**src/rtl/medidor_osc_pspl.sv**
```systemverilog
// Oscillator edge counter behind the PS-PL sync/ack four-phase handshake.
// Optional build macro MEDIDOR_OVERFLOW_FLAG_EN turns the result MSB into a sticky overflow flag.
module medidor_osc_pspl #(
    parameter int BUFFER_IN_WIDTH  = 16,
    parameter int BUFFER_OUT_WIDTH = 16
) (
    input  logic                        clock,
    input  logic                        resetn,
    input  logic                        osc_in,
    input  logic                        sync,
    output logic                        ack,
    input  logic [BUFFER_IN_WIDTH-1:0]  buffer_in,
    output logic [BUFFER_OUT_WIDTH-1:0] buffer_out
);

    typedef enum logic [1:0] {
        IDLE    = 2'd0,
        MEASURE = 2'd1,
        DONE    = 2'd2,
        RELEASE = 2'd3
    } state_t;

    localparam logic [BUFFER_IN_WIDTH-1:0]  REM_ONE = BUFFER_IN_WIDTH'(1);
    localparam logic [BUFFER_OUT_WIDTH-1:0] CNT_ONE = BUFFER_OUT_WIDTH'(1);

    state_t                      state_reg, state_next;
    logic                        osc_meta_reg, osc_sync_reg, osc_prev_reg, edge_reg;
    logic [BUFFER_IN_WIDTH-1:0]  remaining_reg, remaining_next;
    logic [BUFFER_OUT_WIDTH-1:0] count_reg, count_next, count_inc;
    logic                        ack_reg, ack_next;
    logic [BUFFER_OUT_WIDTH-1:0] buffer_out_reg, buffer_out_next;

    // Count value after this cycle's edge, saturating instead of wrapping.
`ifdef MEDIDOR_OVERFLOW_FLAG_EN
    localparam logic [BUFFER_OUT_WIDTH-2:0] LOW_MAX = '1;
    localparam logic [BUFFER_OUT_WIDTH-2:0] LOW_ONE = (BUFFER_OUT_WIDTH-1)'(1);

    always_comb begin
        count_inc = count_reg;
        if (edge_reg) begin
            if (count_reg[BUFFER_OUT_WIDTH-2:0] == LOW_MAX)
                count_inc[BUFFER_OUT_WIDTH-1] = 1'b1;
            else
                count_inc[BUFFER_OUT_WIDTH-2:0] = count_reg[BUFFER_OUT_WIDTH-2:0] + LOW_ONE;
        end
    end
`else
    always_comb begin
        count_inc = count_reg;
        if (edge_reg && (count_reg != '1))
            count_inc = count_reg + CNT_ONE;
    end
`endif

    always_ff @(posedge clock) begin
        if (!resetn) begin
            state_reg      <= IDLE;
            osc_meta_reg   <= 1'b0;
            osc_sync_reg   <= 1'b0;
            osc_prev_reg   <= 1'b0;
            edge_reg       <= 1'b0;
            remaining_reg  <= '0;
            count_reg      <= '0;
            ack_reg        <= 1'b0;
            buffer_out_reg <= '0;
        end else begin
            state_reg      <= state_next;
            osc_meta_reg   <= osc_in;
            osc_sync_reg   <= osc_meta_reg;
            osc_prev_reg   <= osc_sync_reg;
            edge_reg       <= osc_sync_reg & ~osc_prev_reg;
            remaining_reg  <= remaining_next;
            count_reg      <= count_next;
            ack_reg        <= ack_next;
            buffer_out_reg <= buffer_out_next;
        end
    end

    always_comb begin
        state_next     = state_reg;
        remaining_next = remaining_reg;
        count_next     = count_reg;
        case (state_reg)
            IDLE: begin
                if (sync) begin
                    count_next     = '0;
                    remaining_next = buffer_in;
                    state_next     = (buffer_in == '0) ? DONE : MEASURE;
                end
            end
            MEASURE: begin
                // Dropping sync mid-window abandons the measurement.
                if (!sync) begin
                    state_next = IDLE;
                end else begin
                    remaining_next = remaining_reg - REM_ONE;
                    count_next     = count_inc;
                    if (remaining_reg == REM_ONE)
                        state_next = DONE;
                end
            end
            DONE: begin
                if (!sync)
                    state_next = RELEASE;
            end
            default: begin
                state_next = IDLE;
            end
        endcase
    end

    // ack is registered: it rises with entry into DONE after a window and stays up
    // through the edge where sync is first seen low.
    always_comb begin
        ack_next        = 1'b0;
        buffer_out_next = buffer_out_reg;
        case (state_reg)
            IDLE: begin
                if (sync && (buffer_in == '0))
                    buffer_out_next = '0;
            end
            MEASURE: begin
                if (sync && (remaining_reg == REM_ONE)) begin
                    ack_next        = 1'b1;
                    buffer_out_next = count_inc;
                end
            end
            DONE: begin
                ack_next = 1'b1;
            end
            default: begin
                ack_next = 1'b0;
            end
        endcase
    end

    assign ack        = ack_reg;
    assign buffer_out = buffer_out_reg;

endmodule

```
**config.mk**
```make
export PLATFORM = sky130hd
export DESIGN_NAME = medidor_osc_pspl
export DESIGN_NICKNAME = d
export VERILOG_FILES = /design/src/rtl/medidor_osc_pspl.sv
export SDC_FILE = /design/constraint.sdc
export NUM_CORES = 1
export LEC_CHECK = 0
export CAP_MARGIN = 10
export CORE_MARGIN = 3
export CORE_UTILIZATION = 30
export DETAILED_ROUTE_END_ITERATION = 16
export PLACE_DENSITY = 0.46
export SLEW_MARGIN = 20
export SYNTH_ARGS = -nofsm -noshare
export SYNTH_HDL_FRONTEND = slang
export SYNTH_SLANG_ARGS = --single-unit
```
**constraint.sdc**
```tcl
create_clock -name clock -period 2.85 [get_ports clock]
set_input_delay 0.4275 -clock clock [delete_from_list [all_inputs] [get_ports clock]]
set_output_delay 0.4275 -clock clock [all_outputs]
set_load 0.01 [all_outputs]
```
# Word-level counts from Yosys, hierarchy flattened
# Index checks and enable logic that the tools add are counted.
# op_classes
addsub,2
eq_ne,10
n_mux,18
bitwise_logic,2
reduce_logical,9
# op_table
cell,n
$mux 16,7
$pmux 16 s2,3
$add 16x1->16 const B,1
$eq 16x1->1 const B,1
$logic_not 16->1,1
$ne 16x16->1 const B,1
$sub 16x1->16 const B,1
$mux 2,5
$ne 2x2->1 const B,5
$reduce_and 3->1,3
$pmux 2 s3,1
$logic_and 1x1->1,3
$ne 3x3->1 const B,1
$eq 2x1->1 const B,1
$eq 2x2->1 const B,1
$logic_not 2->1,1
$pmux 1 s2,1
$reduce_bool 2->1,1
$and 1x1->1,1
$mux 1,1
$not 1->1,1
# totals
ff_bits,55

# Longest topological paths before layout
# Gate-level depths: netlist (run 1).
# logic_depth
depth_word,5
depth_mapped,8
ltp_nobuf,7

# Worst setup path before layout (run 1)
# No wires, ideal clock.
# synth_timing
path_kind,in2reg
start,in buffer_in[8]
end,"reg buffer_out_reg[15], in the netlist buffer_out[15]"
setup_ns,0.125
arrival_ns,2.170
required_ns,2.725
slack_ns,0.555
path_stages,6
n_path_buf,2
cell_sequence,or4_1 -> o41a_1 -> a211oi_2 -> buf_4 -> buf_2 -> o22ai_1
# synth_between
elab_chain_len,4
# synth_lines
item,line,source
"start, declared",12,"input logic [BUFFER_IN_WIDTH-1:0] buffer_in,"
$logic_not 16->1,119,if (sync && (buffer_in == '0))
$logic_and 1x1->1,119,
$ne 2x2->1 (no source line),--,
$reduce_and 3->1 (no source line),--,
"end signal, assigned",75,buffer_out_reg <= buffer_out_next;
"end, declared",31,"logic [BUFFER_OUT_WIDTH-1:0] buffer_out_reg, buffer_out_next;"
# Every way passes these cells.
# A chain may end at the register's enable or synchronous reset.

# Worst setup path in the final report (run 1)
# layout_timing
start,in buffer_in[1]
end,"reg buffer_out_reg[0], in the netlist buffer_out[0]"
# Same word-level chain as after synthesis.

==> flow_summary.json, run 1 <==
{
  "syn2layout_area_growth_pct": 21.64,
  "power_density_nw_per_um2": 646.3,
  "wl_um": 8407,
  "die_x_um": 106.1,
  "drc_errors": 0,
  "worstSetupStartpointType": "primary input",
  "vias": 2921,
  "ir_drop_v": 0.0003822,
  "required_ns": 3.08,
  "root_buffer": "clkbuf_8",
  "max_clock_freq_mhz": 400.4,
  "rsz0062_at_grt": "no",
  "ys_seq_elements": 55,
  "holdCritPathClass": "reg2reg",
  "synth.area.mux_share_pct": 1.373,
  "hold_violations": 0,
  "grt_overflow_total": 0,
  "timing.rr.start": "count_reg[6]",
  "synth_top_family_by_area": "simple AND/OR/NAND/NOR gates",
  "clkTransAtPathRegs_ns": 0.09,
  "die-height_um": 106.1,
  "drive_above_1_share_pct": 9.002,
  "placed_cells": 533,
  "drtIter0Drc": 242,
  "status": "completed",
  "synth_common_cells": "dfxtp_1, nand2_1, nor2_1",
  "synth.distinct_cells": 60,
  "end_kind": "flip-flop",
  "drtPass1Iterations": 4,
  "ios": 37,
  "final_max_slew_viol_count": 0,
  "synth_async_sr_flop_share_pct": 0,
  "vias_per_cell": 5.409,
  "grt_pass1_wl_um": 13950,
  "power.leakage_nw": 1.190,
  "yosys.area.top_type_share_pct": 36.62,
  "synth.top_cells.by_area": "dfxtp_1, nand2_1, nor2_1",
  "setup_tns_ns": 0,
  "first_global_vias": 2734,
  "setup-violations-final": 0,
  "skew_ns": 0.003401,
  "wl_per_cell_um": 15.57,
  "cts.repair.resized": 0,
  "cts_htree_levels": 2,
  "fin_crit_ns": 2.498,
  "grt_start_max_net_pins": 53,
  "netlist_instances": 377,
  "period_share_pct": 87.64,
  "port_buffers": 36,
  "cts_tree": "yes",
  "hpwl_um": 5974,
  "cap_violations": 0,
  "avgSynthCellArea_um2": 7.975,
  "timing.slew.headroom_pct": 57.65,
  "postCtsHoldBufs": 0,
  "cts_made_buffers": 5,
  "synthFlopType": "dfxtp_1",
  "globalplace.congestion": 0.7837,
  "grt_usage_pct": 15.09,
  "cts_sinks": 55,
  "fp.dieArea_um2": 11260,
  "synth_compound_area_share_pct": 25.51,
  "synth_xor_area_share_pct": 1.457,
  "cts_setup_buffers": 0,
  "syn-cell-area_um2": 3007,
  "worstHoldStart": "osc_prev_reg",
  "synth-simple-area-share_pct": 27.47,
  "fin_nets": 438,
  "syn_nets": 404,
  "synthAdderAreaFrac_pct": 2.913,
  "yosys.area.top_type": "dfxtp_1",
  "clkLatencyLatePin_ns": 0.30,
  "antenna_found_initial": 0,
  "cts.path.max_buffers": 2,
  "whs_ns": 0.3902,
  "num_antenna_cells": 0,
  "yosysMostFrequentCell": "dfxtp_1",
  "synth_edf_count": 0,
  "ys_warn_count": 0,
  "worstSetupPathType": "in2reg",
  "postRouteAntennaNets": 0,
  "cp_max_fo": 16,
  "arrival_ns": 2.73,
  "tightest_slew_ns": 0.6304,
  "yosysSeqAreaShare_pct": 36.62,
  "start_util_pct": 31.64,
  "rows": 35,
  "stdcell_count": 540,
  "core_um2": 9503,
  "startpoint": "buffer_in[1]"
}
==> kinds of logic after synthesis <==
kind of cell             Yosys count
AO/OA/AOI/OAI                    114
XOR/XNOR                           5
adder cells (fa/ha/maj)            7
buffers and inverters             35
flip-flops                        55
multiplexers                       4
AND/OR/NAND/NOR                  157
==> final cells by class <==
cell class	instances	area, um2
inverters	10	37.54
multi-input cells	287	1777
fillers	1025	5846
clock buffers	6	82.58
repair buffers	52	493.0
well taps	129	161.4
clock inverters	1	5.005
flip-flops and latches	55	1101
==> layer usage <==
| metal | routed length, um | share of wire, % | vias up | GRT usage [%] |
|---|---|---|---|---|
| met3 | 351 | 4.2 | 4 | 2.489 |
| met2 | 3587 | 43 | 72 | 22.53 |
| met1 | 4416 | 53 | 1367 | 22.80 |
| met5 | 0 | 0 | - | 0 |
| met4 | 51 | 0.61 | 0 | 2.868 |
| li1 | - | - | 1478 | - |
==> report_power, final <==
| part | switching (W) | leakage [nW] | total [W] | internal [W] |
|---|---|---|---|---|
| clock | 0.000250 | 0.0470 | 0.000441 | 0.000192 |
| combinational | 0.000596 | 0.696 | 0.000986 | 0.000390 |
| sequential | 0.0000906 | 0.447 | 0.000936 | 0.000846 |
==> critical path, stage by stage <==
cell and delay, ns:
clkdlybuf4s50_1 0.43, or4_1 0.58, o41a_1 0.48, a211oi_2 0.20
buf_4 0.25, nand2_1 0.16, o22ai_1 0.20
==> metrics by stage <==
step / total power [W] / setup slack [ns] / util, % / instance area [um2]
floorplan: 0.001626 / 0.5553 / - / 3007
global placement: 0.001937 / 0.05124 / 37.56 / 3570
detailed placement: 0.001940 / 0.01444 / 37.56 / 3570
CTS: 0.002388 / 0.3250 / 38.49 / 3657
global route: 0.002549 / 0.1662 / 38.49 / 3657
finish: 0.002364 / 0.3523 / 38.49 / 3657
==> worst paths after layout <==
check | cells past startpoint | to | slack [ns]
max | 7 | buffer_out[0] | 0.35
min reg2reg | 1 | edge_reg | 0.39
max reg2reg | 5 | count_reg[11] | 0.54
min | 1 | edge_reg | 0.39
==> cells in the final DEF, fill, tap and decap left out, drive strengths merged, types with 5 or more instances in the layout <==
cell type      instances
a21oi                 21
nand3                 16
o21a                   8
dfxtp                 55
a31oi                  8
or4                    7
and2                   8
clkbuf                 6
nand2b                 7
nand2                 40
buf                   16
nor3                   7
ha                     7
a41oi                  5
nor2                  35
inv                    8
nand4                  7
o22ai                 15
o21ai                 25
clkdlybuf4s50         36
nor4                   9
Power figures use the tool's default switching activity.
==> run 2: changes to the inputs <==
- PLACE_DENSITY: 0.46 -> 0.52
- clock period: 2.85 -> 2.16 ns (I/O delays scaled with it)
==> run 2 against run 1 <==
Compared with the run above: global-route usage down 0.072 points; non-clock buffer count increased by 34; worst hold slack lost 0.00055 ns; clock skew up 0.0088 ns; critical path depth rose by 1; cell count grew 6.5%; sequential power rose by 31%.
==> flow_summary.json, run 2 (synthesis results as in run 1) <==
{
  "arrival_ns": 2.29,
  "drive_above_1_share_pct": 18.16,
  "die-height_um": 106.1,
  "first_global_vias": 2819,
  "design_area_um2": 3954,
  "cp_common_cell": "buf_4",
  "holdCritPathClass": "reg2reg",
  "clkLatencyLatePin_ns": 0.31,
  "ir_drop_v": 0.0003067,
  "clkTransAtPathRegs_ns": 0.10,
  "die_x_um": 106.1,
  "grt_pass1_wl_um": 13980,
  "postRouteAntennaNets": 0,
  "port_buffers": 36,
  "ios": 37,
  "cts.path.max_buffers": 2,
  "critPathMaxStageDelay_ns": 0.42,
  "whs_ns": 0.3896,
  "num_antenna_cells": 0,
  "utilization_pct": 41.61,
  "vias_per_cell": 5.403,
  "tightest_slew_ns": 0.4593,
  "worstHoldStart": "osc_prev_reg",
  "setup_tns_ns": 0,
  "min_to": "edge_reg",
  "period_share_pct": 96.61,
  "power_density_nw_per_um2": 834.2,
  "wl_um": 8453,
  "status": "completed",
  "worstSetupPathType": "reg2reg",
  "hold_violations": 0,
  "cts_htree_levels": 2,
  "reg2regPathDepth": 8,
  "root_buffer": "clkbuf_8",
  "fin_nets": 472,
  "grt_start_max_net_pins": 34,
  "critPathSlowestCell": "dfxtp_1",
  "startpoint": "count_reg[1]",
  "syn2layout_area_growth_pct": 31.50,
  "core_um2": 9503,
  "final_common_cell": "dfxtp_1",
  "postCtsHoldBufs": 0,
  "end_kind": "flip-flop",
  "path_cells": "ha_1, nand4_1, o41ai_2, buf_4, buf_4, nor2_1, xnor2_1, o22ai_1",
  "skew_ns": 0.01218,
  "cts_tree": "yes",
  "rsz0062_at_grt": "yes",
  "drc_errors": 0,
  "min_delay_path_depth": 1,
  "vias": 3107,
  "rows": 35,
  "setup-violations-final": 0,
  "hpwl_um": 5977,
  "worstSetupStartpointType": "flip-flop",
  "final_max_slew_viol_count": 0,
  "grt_usage_pct": 15.02,
  "start_util_pct": 31.64,
  "globalplace.congestion": 0.7941,
  "fp.dieArea_um2": 11260,
  "max_clock_freq_mhz": 479.2,
  "drtIter0Drc": 240,
  "timing.slew.headroom_pct": 69.10,
  "timing.rr.start": "count_reg[1]",
  "cts_made_buffers": 5,
  "cap_violations": 0,
  "rrSetupSlack_ns": 0.07,
  "layout_common_cells": "dfxtp_1, buf_4, nand2_1",
  "timing.rr.end": "buffer_out[5]",
  "wl_per_cell_um": 14.70,
  "fin_crit_ns": 2.087,
  "required_ns": 2.36,
  "drtPass1Iterations": 5,
  "power.leakage_nw": 1.395,
  "cp_max_fo": 9,
  "place_area_um2": 3787,
  "grt_overflow_total": 0,
  "antenna_found_initial": 0,
  "cts_sinks": 55
}
==> run 2: changes by cell type in the layout (fill, tap and decap cells not counted), sizes merged <==
cell / before / now
clkdlybuf4s50: 36 / 22
clkbuf: 6 / 7
buf: 16 / 50
dlygate4sd2: 0 / 14
==> run 2: per-stage QoR <==
stage	instances	total power [W]	setup WS (ns)
6_report	575	0.003298	0.07323
5_1_grt	575	0.003547	-0.02439
4_1_cts	571	0.003305	0.002758
3_5_place_dp	562	0.002670	-0.4347
3_3_place_gp	562	0.002653	-0.4247
2_1_floorplan	377	0.002145	0.01845
==> run 2: how the worst max path moves through the flow <==
stage	endpoint	slack [ns]	cells past startpoint
after CTS	buffer_out[12]	0.003	8
after global placement	buffer_out[8]	-0.42	8
after global routing	count_reg[1]	-0.02	7
final	buffer_out[5]	0.07	8
after detailed placement	buffer_out[14]	-0.43	8
after floorplan	buffer_out[15]	0.02	6
==> run 2: routing by layer <==
layer	routed length (um)	global-route usage, %
met1	4315	21.98
met2	3592	22.85
met3	480	2.732
met4	65	3.330
met5	0	0
==> run 2: what timing repair did <==
| item | in CTS | in global routing |
|---|---|---|
| pin swaps | 8 | 3 |
| gates resized for setup | 22 | 8 |
| endpoints found under the setup margin | 18 | 25 |
| cloned | 1 | 0 |
| setup buffers | 0 | 4 |
==> run 2: area by class of cell <==
class | instances | area, um2
Timing Repair Buffer | 86 | 738.2
Multi-Input combinational cell | 287 | 1821
Inverter | 10 | 37.54
Tap cell | 129 | 161.4
Clock inverter | 1 | 8.758
Fill cell | 992 | 5549
Sequential cell | 55 | 1101
Clock buffer | 7 | 86.33
==> run 2: worst max-delay path: cells and delay by family, from the launching register on <==
family,cells,cell delay (ns)
AO/OA/AOI/OAI,2,0.50
XOR/XNOR,1,0.22
flip-flops,1,0.42
buffers and inverters,2,0.35
adder cells (fa/ha/maj),1,0.22
AND/OR/NAND/NOR,2,0.25
==> run 2: power by group <==
group / internal [W] / total, W / switching, W
sequential: 0.00112 / 0.00123 / 0.000113
combinational: 0.000627 / 0.00146 / 0.000836
clock: 0.000264 / 0.000606 / 0.000342
